<file path="config.mk">
export PLATFORM = sky130hd
export DESIGN_NAME = spi_slave_byte
export DESIGN_NICKNAME = d
export VERILOG_FILES = /design/src/rtl/spi_slave_byte.sv
export SDC_FILE = /design/constraint.sdc
export NUM_CORES = 1
export LEC_CHECK = 0
export ABC_AREA = 1
export ABC_CLOCK_PERIOD_IN_PS = 2100
export BUFFER_PORTS_ARGS = -buffer_cell sky130_fd_sc_hd__buf_4
export CORE_MARGIN = 5
export CORE_UTILIZATION = 55
export CTS_BUF_LIST = sky130_fd_sc_hd__clkbuf_8
export CTS_CLUSTER_DIAMETER = 200
export DETAILED_ROUTE_END_ITERATION = 10
export GPL_TIMING_DRIVEN = 0
export PLACE_DENSITY = 0.88
export SLEW_MARGIN = 20
export SYNTH_ARGS = -nofsm -noshare
export SYNTH_HDL_FRONTEND = slang
export SYNTH_SLANG_ARGS = --single-unit
</file>
<file path="constraint.sdc">
create_clock -name CLOCK -period 2.1 [get_ports CLOCK]
set_input_delay 0.525 -clock CLOCK [delete_from_list [all_inputs] [get_ports CLOCK]]
set_output_delay 0.525 -clock CLOCK [all_outputs]
set_load 0.02 [all_outputs]
</file>
<file path="src/rtl/spi_slave_byte.sv">
// Mode-0 SPI byte responder, oversampled in the CLOCK domain, with a valid/ready TX holding register.
// Optional: define SPI_SLAVE_LSB_FIRST_EN for LSB-first shifting in both directions.
module spi_slave_byte #(
  parameter int unsigned SYNC_STAGES = 2,
  parameter logic [7:0]  DEFAULT_TX  = 8'hFF
) (
  input  logic       CLOCK,
  input  logic       RESET_N,
  input  logic       spi_sck_pin,
  input  logic       spi_ss_n_pin,
  input  logic       spi_mosi_pin,
  output logic       spi_miso_pin,
  output logic       spi_miso_oe,
  input  logic [7:0] tx_data,
  input  logic       tx_valid,
  output logic       tx_ready,
  output logic [7:0] rx_data,
  output logic       rx_valid,
  output logic       tx_underrun,
  output logic       busy
);

`ifdef SPI_SLAVE_LSB_FIRST_EN
  localparam int TX_BIT = 0;
`else
  localparam int TX_BIT = 7;
`endif

  typedef enum logic {IDLE, ACTIVE} state_t;

  function automatic logic [7:0] rx_insert(input logic [7:0] cur, input logic bit_in);
`ifdef SPI_SLAVE_LSB_FIRST_EN
    return {bit_in, cur[7:1]};
`else
    return {cur[6:0], bit_in};
`endif
  endfunction

  function automatic logic [7:0] tx_advance(input logic [7:0] cur);
`ifdef SPI_SLAVE_LSB_FIRST_EN
    return {1'b0, cur[7:1]};
`else
    return {cur[6:0], 1'b0};
`endif
  endfunction

  state_t                 state, state_nxt;
  logic [SYNC_STAGES-1:0] sck_sync_p0, ss_n_sync_p0, mosi_sync_p0;
  logic                   sck_dly_p1;
  logic                   sck_s, ss_n_s, mosi_s;
  logic                   sck_rise, sck_fall;
  logic                   frame_start, frame_end;
  logic                   rx_shift_en, tx_edge, tx_shift_en, byte_load;
  logic [2:0]             bitcnt;
  logic [7:0]             rx_shift_p1, tx_shift_p1, hold_data, load_byte, rx_assembled;
  logic                   hold_full;

  // Stage p0: input synchronizers; p1: extra SCK flop for edge strobes
  always_ff @(posedge CLOCK or negedge RESET_N) begin
    if (!RESET_N) begin
      sck_sync_p0  <= '0;
      ss_n_sync_p0 <= '1;
      mosi_sync_p0 <= '0;
      sck_dly_p1   <= 1'b0;
    end else begin
      sck_sync_p0  <= {sck_sync_p0[SYNC_STAGES-2:0], spi_sck_pin};
      ss_n_sync_p0 <= {ss_n_sync_p0[SYNC_STAGES-2:0], spi_ss_n_pin};
      mosi_sync_p0 <= {mosi_sync_p0[SYNC_STAGES-2:0], spi_mosi_pin};
      sck_dly_p1   <= sck_s;
    end
  end

  assign sck_s    = sck_sync_p0[SYNC_STAGES-1];
  assign ss_n_s   = ss_n_sync_p0[SYNC_STAGES-1];
  assign mosi_s   = mosi_sync_p0[SYNC_STAGES-1];
  assign sck_rise = sck_s & ~sck_dly_p1;
  assign sck_fall = ~sck_s & sck_dly_p1;

  always_ff @(posedge CLOCK or negedge RESET_N) begin
    if (!RESET_N) state <= IDLE;
    else          state <= state_nxt;
  end

  always_comb begin
    state_nxt   = state;
    frame_start = 1'b0;
    frame_end   = 1'b0;
    case (state)
      IDLE: begin
        if (!ss_n_s) begin
          state_nxt   = ACTIVE;
          frame_start = 1'b1;
        end
      end
      ACTIVE: begin
        if (ss_n_s) begin
          state_nxt = IDLE;
          frame_end = 1'b1;
        end
      end
      default: state_nxt = IDLE;
    endcase
  end

  // A deselect in the same cycle as an SCK edge suppresses that edge.
  assign rx_shift_en  = (state == ACTIVE) && !ss_n_s && sck_rise;
  assign tx_edge      = (state == ACTIVE) && !ss_n_s && sck_fall;
  assign tx_shift_en  = tx_edge && (bitcnt != 3'd0);
  assign byte_load    = frame_start || (tx_edge && (bitcnt == 3'd0));
  assign load_byte    = hold_full ? hold_data : (tx_valid ? tx_data : DEFAULT_TX);
  assign rx_assembled = rx_insert(rx_shift_p1, mosi_s);

  assign tx_ready     = !hold_full;
  assign busy         = (state == ACTIVE);
  assign spi_miso_oe  = (state == ACTIVE);
  assign spi_miso_pin = (state == ACTIVE) ? tx_shift_p1[TX_BIT] : 1'b0;

  // Stage p1: control registers (counter, holding flag, strobes, received byte)
  always_ff @(posedge CLOCK or negedge RESET_N) begin
    if (!RESET_N) begin
      bitcnt      <= 3'd0;
      hold_full   <= 1'b0;
      rx_data     <= 8'h00;
      rx_valid    <= 1'b0;
      tx_underrun <= 1'b0;
    end else begin
      rx_valid    <= 1'b0;
      tx_underrun <= byte_load && !hold_full && !tx_valid;
      if (byte_load)
        hold_full <= 1'b0;
      else if (tx_valid && !hold_full)
        hold_full <= 1'b1;
      if (frame_start || frame_end) begin
        bitcnt <= 3'd0;
      end else if (rx_shift_en) begin
        bitcnt <= bitcnt + 3'd1;
        if (bitcnt == 3'd7) begin
          rx_data  <= rx_assembled;
          rx_valid <= 1'b1;
        end
      end
    end
  end

  // Stage p1: shift/holding data registers, only meaningful while qualified by control
  always_ff @(posedge CLOCK) begin
    if (!byte_load && tx_valid && !hold_full)
      hold_data <= tx_data;
    if (byte_load)
      tx_shift_p1 <= load_byte;
    else if (tx_shift_en)
      tx_shift_p1 <= tx_advance(tx_shift_p1);
    if (rx_shift_en)
      rx_shift_p1 <= rx_assembled;
  end

endmodule

</file>
==> results.json <==
{
  "drtIter0Drc": 51,
  "cts_buffers": 5,
  "cts_tree": "yes",
  "whs_ns": 0.102,
  "drive_above_1_share_pct": 23.7,
  "area_growth_pct": 20.3,
  "synth_fp_nets": 192,
  "crit_chain": "inv_1, ha_1, inv_1, nand2_2, buf_6, a21oi_2",
  "layout_common_cells": "75 x nand2_1, 27 x buf_4, 23 x edfxtp_1",
  "path_max_fanout": 17,
  "vias": 1179,
  "critical_path_class": "reg2reg",
  "grt_pass1_wl_um": 5290,
  "start_kind": "flip-flop",
  "min_path_type": "in2async",
  "drv_slew": 0,
  "final_common_cell": "nand2_1",
  "fin_skew_ns": 0.00381,
  "track_usage_pct": 15.9,
  "grt_pass1_vias": 1187,
  "grt_start_max_net_pins": 23,
  "io_buffers": 26,
  "arrival_ns": 1.85,
  "via_per_inst": 4.66,
  "critPathMaxStageDelay_ns": 0.52,
  "final_cells": 253,
  "synth_warnings": 0,
  "setup_viol": 0,
  "critPathSlowestCell": "dfstp_2",
  "syn-cell-area_sq_um": 1850,
  "rsz0062_at_grt": "no",
  "core_sq_um": 3280,
  "die_area_sq_um": 4610,
  "required_ns": 2.05,
  "ys_seq_area_share_pct": 67.4,
  "placedCellCount": 245,
  "setup_slack_ns": 0.191,
  "cts_setup_buffers": 0,
  "routedWlPerCell_um": 11.8,
  "peakVddDrop_mv": 0.618,
  "post-route-util_pct": 67.6,
  "clock_latency_ns": 0.29,
  "initial_core_util_pct": 56.2,
  "cts_max_path_buffers": 2,
  "overflow": 0,
  "max_clock_freq_mhz": 524,
  "drc": 0,
  "grt_antenna_before_repair": 0,
  "final_hold_viol_count": 0,
  "synth_area_per_cell_sq_um": 10.7,
  "drt-total-wl_um": 2990,
  "clk_pin_slew_ns": 0.08,
  "p_leak_nw": 1.14,
  "syn_inst": 173,
  "yosysUniqueCellTypes": 19,
  "cts_resized": 1,
  "cts_root_buf": "clkbuf_8",
  "ant_nets": 0,
  "endpoint_kind": "flip-flop",
  "std_cell_rows": 21,
  "fill_cells": 248,
  "clkSinkCount": 45,
  "cts.htree.levels": 2,
  "place_hpwl_um": 2160,
  "path_buf_inv": 3,
  "cp_top_family": "flip-flops",
  "post-place-ws_ns": -0.0364,
  "status": "complete, no violations",
  "power_density_nw_per_um2": 813,
  "finalWeightedCongestion": 0.788,
  "slew-limit-headroom_pct": 70.5,
  "ys_ff_latch": 45,
  "diodes": 0,
  "fin_crit_sh_pct": 90.9,
  "nNetsFinal": 225,
  "period_needed_ns": 1.91,
  "drt_first_pass_iters": 4,
  "drv_cap": 0,
  "die_h_um": 67.9,
  "crit_top_cell": "inv_1",
  "ios": 28,
  "cts_hold_buf": 0,
  "die_width_um": 67.9,
  "max_slew.worst_pin.slew_ns": 0.443
}
## metal layers
metal	share of wire (%)	GRT usage [%]
met1	46	20.9
met2	48	24.2
met3	5.0	2.96
met4	1.1	9.68
met5	0	0
## sequential cells by signal (all words and copies together) (netlist names), 2 cells and up
| name | cells |
|---|---|
| bitcnt | 3 |
| ss_n_sync_p0 | 2 |
| sck_sync_p0 | 2 |
| hold_data | 8 |
| rx_shift_p1 | 7 |
| mosi_sync_p0 | 2 |
| rx_data | 8 |
| tx_shift_p1 | 8 |
## worst reg2reg max path: stages, from the launching register on
cell	delay [ns]
dfstp_2	0.52
inv_1	0.06
ha_1	0.18
inv_1	0.13
nand2_2	0.11
buf_6	0.17
a21oi_2	0.39
## power by group
part	switching, W	internal, W	total, W
combinational	0.000100	0.0000600	0.000160
sequential	0.0000122	0.000969	0.000982
clock	0.000276	0.000387	0.000663
## cells by family after synthesis
group | count (synthesis) | synth area share, %
and+or+nand+nor | 95 | 21.6
DFF | 45 | 67.4
buffers and inverters | 24 | 5.90
adders and majority gates | 5 | 3.39
AOI/OAI and AO/OA | 4 | 1.76
## path summary, 6_finish.rpt
path	slack [ns]	from	end	cells past startpoint
max reg2reg	0.19	ss_n_sync_p0[1]	hold_data[7]	6
max	0.19	ss_n_sync_p0[1]	hold_data[7]	6
min	0.10	RESET_N	mosi_sync_p0[0]	1
min in group CLOCK	0.33	spi_ss_n_pin	ss_n_sync_p0[0]	1
max in group asynchronous	1.72	RESET_N	ss_n_sync_p0[0]	1
min reg2reg	0.36	mosi_sync_p0[0]	mosi_sync_p0[1]	0
## per-stage QoR
step           power, W  TNS [ns]  cell area [sq um]
6_report        0.00181         0               2220
5_1_grt         0.00188         0               2220
4_1_cts         0.00182         0               2220
3_5_place_dp    0.00116    -0.290               2100
3_3_place_gp    0.00115         0               2100
2_1_floorplan   0.00110         0               1850
## synthesized netlist by cell type, drive strengths merged
cell type | number | area share [%]
a21oi | 2 | 0.54
buf | 4 | 1.6
clkinv | 1 | 0.47
dfrtp | 20 | 27
dfstp | 2 | 2.8
edfxtp | 23 | 37
ha | 5 | 3.4
inv | 19 | 3.9
nand2 | 79 | 17
nand3 | 11 | 3.0
nor2 | 5 | 1.4
o21ai | 1 | 0.88
o22ai | 1 | 0.34
## layout make-up
| class | count | area (sq um) | area share [%] |
|---|---|---|---|
| well taps | 46 | 57.6 | 2.59 |
| repair buffers | 26 | 195 | 8.79 |
| flip-flops and latches | 45 | 1240 | 56.0 |
| clock buffers | 6 | 82.6 | 3.72 |
| clock inverters | 2 | 36.3 | 1.63 |
| inverters | 20 | 80.1 | 3.61 |
| multi-input cells | 104 | 497 | 22.4 |
| plain buffers | 4 | 28.8 | 1.30 |
Note: power is estimated with default switching activity, not from simulation.
